==> config.mk <==
export PLATFORM = sky130hd
export DESIGN_NAME = rdma_packer_arbiter
export DESIGN_NICKNAME = d
export VERILOG_FILES = /design/src/rtl/rdma_pkg.sv /design/src/rtl/rr_select.sv /design/src/rtl/rdma_packer_arbiter.sv
export SDC_FILE = /design/constraint.sdc
export NUM_CORES = 1
export LEC_CHECK = 0
export CAP_MARGIN = 20
export CELL_PAD_IN_SITES_DETAIL_PLACEMENT = 1
export CELL_PAD_IN_SITES_GLOBAL_PLACEMENT = 1
export CORE_AREA = 2 2 255 257
export CTS_BUF_LIST = sky130_fd_sc_hd__clkbuf_2
export DETAILED_ROUTE_END_ITERATION = 6
export DIE_AREA = 0 0 257 259
export DONT_BUFFER_PORTS = 1
export GPL_TIMING_DRIVEN = 0
export PLACE_DENSITY_LB_ADDON = 0.25
export SLEW_MARGIN = 20
export SYNTH_ARGS = -nofsm -noshare
export SYNTH_HDL_FRONTEND = slang
export SYNTH_HIERARCHICAL = 1
export SYNTH_SLANG_ARGS = --single-unit
==> constraint.sdc <==
create_clock -name clk -period 4.8 [get_ports clk]
set_clock_uncertainty 0.15 [all_clocks]
set_input_delay 0.72 -clock clk [delete_from_list [all_inputs] [get_ports clk]]
set_output_delay 0.72 -clock clk [all_outputs]
set_load 0.02 [all_outputs]
==> src/rtl/rdma_pkg.sv <==
// Shared types for the RDMA packer front end: header layout and arbiter state encoding.
package rdma_pkg;

    localparam int ADDR_W = 48;
    localparam int OP_W   = 1;
    localparam int CNT_W  = 31;

    typedef enum logic [1:0] {
        IDLE      = 2'd0,
        ISSUE     = 2'd1,
        WAIT_LAST = 2'd2
    } arb_state_e;

    // Field order matches the flattened request ports and the packer input.
    typedef struct packed {
        logic [ADDR_W-1:0] src_address;
        logic [ADDR_W-1:0] dst_address;
        logic [OP_W-1:0]   operation;
        logic [CNT_W-1:0]  counter;
    } rdma_hdr_t;

endpackage

==> src/rtl/rr_select.sv <==
// Combinational rotating-priority selector: first asserted request at or after ptr wins.
module rr_select #(
    parameter int NUM_REQ = 4,
    parameter int ID_W    = 2
) (
    input  logic [NUM_REQ-1:0] req,
    input  logic [ID_W-1:0]    ptr,
    output logic [NUM_REQ-1:0] grant,
    output logic [ID_W-1:0]    idx,
    output logic               any
);

    logic [ID_W-1:0] cand;

    always_comb begin
        // NOTE: every output gets a default before the loop so no path leaves it unassigned (no latch).
        grant = '0;
        idx   = '0;
        any   = 1'b0;
        cand  = '0;
        for (int k = 0; k < NUM_REQ; k++) begin
            cand = ID_W'((int'(ptr) + k) % NUM_REQ);
            if (!any && req[cand]) begin
                any         = 1'b1;
                grant[cand] = 1'b1;
                idx         = cand;
            end
        end
    end

endmodule

==> src/rtl/rdma_packer_arbiter.sv <==
// Round-robin scheduler sharing one rdma_packer between NUM_REQ header requesters,
// optionally holding one packet in flight until the packer's last output beat.
module rdma_packer_arbiter
    import rdma_pkg::*;
#(
    parameter int NUM_REQ       = 4,
    parameter int ID_W          = 2,
    parameter int WAIT_FOR_LAST = 1,
    parameter int TIMEOUT       = 1024
) (
    input  logic                      clk,
    input  logic                      rst,
    input  logic [NUM_REQ-1:0]        req_valid,
    output logic [NUM_REQ-1:0]        req_ready,
    input  logic [NUM_REQ*ADDR_W-1:0] req_src_address,
    input  logic [NUM_REQ*ADDR_W-1:0] req_dst_address,
    input  logic [NUM_REQ*OP_W-1:0]   req_operation,
    input  logic [NUM_REQ*CNT_W-1:0]  req_counter,
    output logic                      pk_valid,
    input  logic                      pk_ready,
    output logic [ADDR_W-1:0]         pk_src_address,
    output logic [ADDR_W-1:0]         pk_dst_address,
    output logic [OP_W-1:0]           pk_operation,
    output logic [CNT_W-1:0]          pk_counter,
    input  logic                      pk_last_beat,
    output logic [ID_W-1:0]           grant_id,
    output logic                      busy,
    output logic                      timeout_err
);

    localparam int WD_W = $clog2(TIMEOUT);

    arb_state_e      state_q, state_d;
    logic [ID_W-1:0] ptr_q, grant_id_q, win_idx;
    logic [NUM_REQ-1:0] win_onehot;
    logic            win_any;
    logic [WD_W-1:0] wdog_q;
    rdma_hdr_t       hdr_all [NUM_REQ];
    rdma_hdr_t       hdr_win, hdr_q;
    logic            accept, handshake;

    rr_select #(
        .NUM_REQ(NUM_REQ),
        .ID_W   (ID_W)
    ) u_rr_select (
        .req  (req_valid),
        .ptr  (ptr_q),
        .grant(win_onehot),
        .idx  (win_idx),
        .any  (win_any)
    );

    always_comb begin
        for (int i = 0; i < NUM_REQ; i++) begin
            hdr_all[i].src_address = req_src_address[i*ADDR_W +: ADDR_W];
            hdr_all[i].dst_address = req_dst_address[i*ADDR_W +: ADDR_W];
            hdr_all[i].operation   = req_operation[i*OP_W +: OP_W];
            hdr_all[i].counter     = req_counter[i*CNT_W +: CNT_W];
        end
    end

    assign hdr_win   = hdr_all[win_idx];
    assign accept    = (state_q == IDLE) && win_any && !rst;
    assign handshake = (state_q == ISSUE) && pk_ready;

    always_comb begin
        state_d     = state_q;
        req_ready   = '0;
        pk_valid    = 1'b0;
        timeout_err = 1'b0;
        case (state_q)
            IDLE: begin
                if (win_any) begin
                    req_ready = win_onehot;
                    state_d   = ISSUE;
                end
            end
            ISSUE: begin
                pk_valid = 1'b1;
                if (pk_ready) state_d = (WAIT_FOR_LAST != 0) ? WAIT_LAST : IDLE;
            end
            WAIT_LAST: begin
                // A last beat arriving on the expiry cycle still counts as a normal completion.
                if (pk_last_beat) begin
                    state_d = IDLE;
                end else if (wdog_q == WD_W'(TIMEOUT - 1)) begin
                    timeout_err = 1'b1;
                    state_d     = IDLE;
                end
            end
            default: state_d = IDLE;
        endcase
        if (rst) req_ready = '0;
    end

    always_ff @(posedge clk or posedge rst) begin
        if (rst) begin
            state_q    <= IDLE;
            ptr_q      <= '0;
            grant_id_q <= '0;
            hdr_q      <= '0;
            wdog_q     <= '0;
        end else begin
            // NOTE: non-blocking assignments so every register samples pre-edge values.
            state_q <= state_d;
            if (accept) begin
                hdr_q      <= hdr_win;
                grant_id_q <= win_idx;
            end
            if (handshake) begin
                ptr_q <= (grant_id_q == ID_W'(NUM_REQ - 1)) ? '0 : grant_id_q + 1'b1;
            end
            if (state_q == WAIT_LAST && state_d == WAIT_LAST) wdog_q <= wdog_q + 1'b1;
            else                                              wdog_q <= '0;
        end
    end

    assign pk_src_address = hdr_q.src_address;
    assign pk_dst_address = hdr_q.dst_address;
    assign pk_operation   = hdr_q.operation;
    assign pk_counter     = hdr_q.counter;
    assign grant_id       = grant_id_q;
    assign busy           = (state_q != IDLE);

endmodule

==> impl_metrics.tcl <==
set metrics [dict create \
    outcome "completed" \
    finalWorstSetupSlack_ns 0.265 \
    finalHoldWorstSlack_ns 0.229 \
    syn_to_final_growth_pct 44.9 \
    portBuffers 0 \
    synth_most_common_cell "dfrtp_1" \
    finalSetupViolCount 0 \
    start_util_pct 14.5 \
    critPathCaptureType "register" \
    synthesis.area_sq_um 9290 \
    dp_slack_ns 0.141 \
    seq_area_frac_synth_pct 38.8 \
    hpwl_um 31500 \
    dominantRegCellSynth "dfrtp_1" \
    arrival_ns 5.24 \
    drt_iter0_drc 317 \
    grt_max_degree 76 \
    nFillCells 7017 \
    cts_buffer_depth 2 \
    grt_use_met2_pct 21.8 \
    synth_cell_type_count 40 \
    wire_per_inst_um 23.8 \
    top_usage_layer "met2" \
    nets 1370 \
    relSlewSlack_pct 32.9 \
    synth_area_per_cell_sq_um 17.0 \
    final_layout_size_suffix_gt1_share_pct 39.6 \
    vias 6935 \
    path_clk_slew_ns 0.28 \
    synthCells 547 \
    coreArea_sq_um 63900 \
    worst_pin_slew_ns 0.999 \
    dr.pass1.iters 4 \
    route.detailed.drc 0 \
    ys_warn_count 6 \
    placed_cells_incl_taps 1403 \
    critPathLaunch "ptr_q[0]" \
    die_w_um 257 \
    cts.sinks 144 \
    slew_violations 0 \
    synthTopCellsByCount "144 x dfrtp_1, 130 x mux4_2, 76 x mux2_2, 47 x mux2_4, 15 x buf_6" \
    ant_nets 0 \
    synth_area_leaders "dfrtp_1 39%, mux4_2 32%, mux2_2 9.2%" \
    synth_nets 1074 \
    hold_violations 0 \
    insertion_delay_ns 0.93 \
    required_ns 5.51 \
    rsz0062_at_grt "no" \
    gp_congestion 0.855 \
    critPathMaxStageDelay_ns 0.63 \
    cts_buffers 17 \
    r2r-start "ptr_q[0]" \
    dieHeight_um 259 \
    seqCellArea_sq_um 3600 \
    grt_use_met1_pct 12.9 \
    path_cells "buf_6, inv_1, ha_4, mux4_2, buf_6, nand2b_1, o221ai_1, a32o_1, buf_2, clkbuf_1, mux4_2, dlygate4sd3_1, mux2_4" \
    synthArstFlopShare_pct 100 \
    min_period_over_period_pct 94.5 \
    ir_drop_mv 0.300 \
    slowest_stage "clkbuf_1" \
    p_total_mw 11.8 \
    fmax_mhz 221 \
    htreeDepth 4 \
    yosys.area.top_type "dfrtp_1" \
    synth_edf_count 0 \
    via_per_inst 4.02 \
    period_minus_slack_ns 4.53 \
    path_max_fanout 10 \
    hold_path_class "primary input to register" \
    crit_type "register to register" \
    power.density_nw_per_um2 875 \
    min_from "rst" \
    grtUsageMet3_pct 3.88 \
    multi_input_area_sq_um 5270 \
    wirelength_um 41100 \
    antenna_found_initial 18 \
    ios 657 \
    overflow 0 \
    start_kind "register" \
    grt_pass1_wl_um 57600 \
    fin_cells 1726 \
    drv_cap 0 \
    grt_pass1_vias 7985 \
    ys_ff_latch 144 \
    dieArea_sq_um 66600 \
    netlist.area_leader.share_pct 38.8 \
    grt_use_total_pct 12.1 \
    num_rows 93 \
    p_leak_nw 4.95 \
    root_buffer "clkbuf_2" \
    cts_tree "yes" \
]
## layout by cell type, fill, tap and decap left out, types with 7 or more instances in the layout
| cell | instances |
|---|---|
| a22oi_1 | 8 |
| buf_12 | 7 |
| buf_4 | 13 |
| buf_6 | 16 |
| clkbuf_1 | 10 |
| clkbuf_2 | 19 |
| dfrtp_1 | 143 |
| diode_2 | 15 |
| dlygate4sd3_1 | 271 |
| mux2_1 | 9 |
| mux2_2 | 76 |
| mux2_4 | 47 |
| mux4_2 | 130 |
| nand2_1 | 7 |
| nor2_1 | 10 |
| o21ai_0 | 8 |
## area by class of cell
type / instances / area share (%)
antenna: 15 / 0.279
buffer: 45 / 3.14
clock buffer: 17 / 0.632
clock inverter: 15 / 0.995
inverter: 6 / 0.223
multi-input combinational: 351 / 39.2
sequential: 144 / 26.8
tap: 855 / 7.95
timing repair buffer: 278 / 20.8
## cells by family (layout without fill, tap and decap cells)
kind of cell	Yosys count	in the layout	synth area share [%]
AO/OA/AOI/OAI	30	30	2.09
other	0	15	0
adder cells (fa/ha/maj)	7	7	0.943
multiplexers	267	267	50.3
buffers and inverters	52	361	4.77
AND/OR/NAND/NOR	44	44	2.79
XOR/XNOR	3	3	0.283
flip-flops	144	144	38.8
## registers in the layout, summed over array words and instances (netlist names)
| name | count |
|---|---|
| pk_src_address | 48 |
| pk_dst_address | 48 |
| grant_id | 2 |
| ptr_q | 2 |
| wdog_q | 10 |
| pk_counter | 31 |
| pk_operation | 1 |
| state_q | 2 |
## routing by layer
layer	wire length (um)	share of wire, %
met1	14800	36
met2	21800	53
met3	3140	7.6
met4	1290	3.1
met5	43	0.10
## stage by stage
| stage | utilization (%) | area, sq um | setup TNS (ns) |
|---|---|---|---|
| after floorplan | - | 9290 | 0 |
| after global placement | 16.2 | 10400 | -311.77 |
| after detailed placement | 16.3 | 10400 | 0 |
| after CTS | 21.0 | 13400 | 0 |
| after global routing | 21.0 | 13400 | 0 |
| final | 21.1 | 13500 | 0 |
## worst max-delay path: cells and delay by family (launching register included)
kind / cells / cell delay, ns
muxes: 3 / 0.98
buffers and inverters: 6 / 2.10
DFF: 1 / 0.45
and+or+nand+nor: 1 / 0.15
AOI/OAI and AO/OA: 2 / 0.38
adders and majority gates: 1 / 0.23
## timing repair
item | 4_1_cts | 5_1_grt
endpoints found under the hold margin | 286 | 0
endpoints found under the setup margin | 4 | 101
gates resized for setup | 9 | 7
setup buffers | 5 | 0
hold buffers | 272 | 0
## worst paths after layout
check / endpoint / slack (ns) / cells past startpoint
max in group asynchronous: pk_src_address[25] / 3.10 / 4
min in group asynchronous: pk_dst_address[22] / 0.66 / 3
worst min-delay path: pk_src_address[24] / 0.23 / 4
worst max register to register: pk_dst_address[20] / 0.27 / 13
worst min register to register: state_q[0] / 0.38 / 1
worst max-delay path: pk_dst_address[20] / 0.27 / 13
## report_power, final
group	leakage, nW	total [mW]	internal (mW)	switching, mW
Combinational	3.10	7.94	4.87	3.07
Sequential	1.72	3.07	1.81	1.26
Clock	0.137	0.754	0.195	0.559
Total	4.95	11.8	6.88	4.89
(Power assumes the default switching activity.)
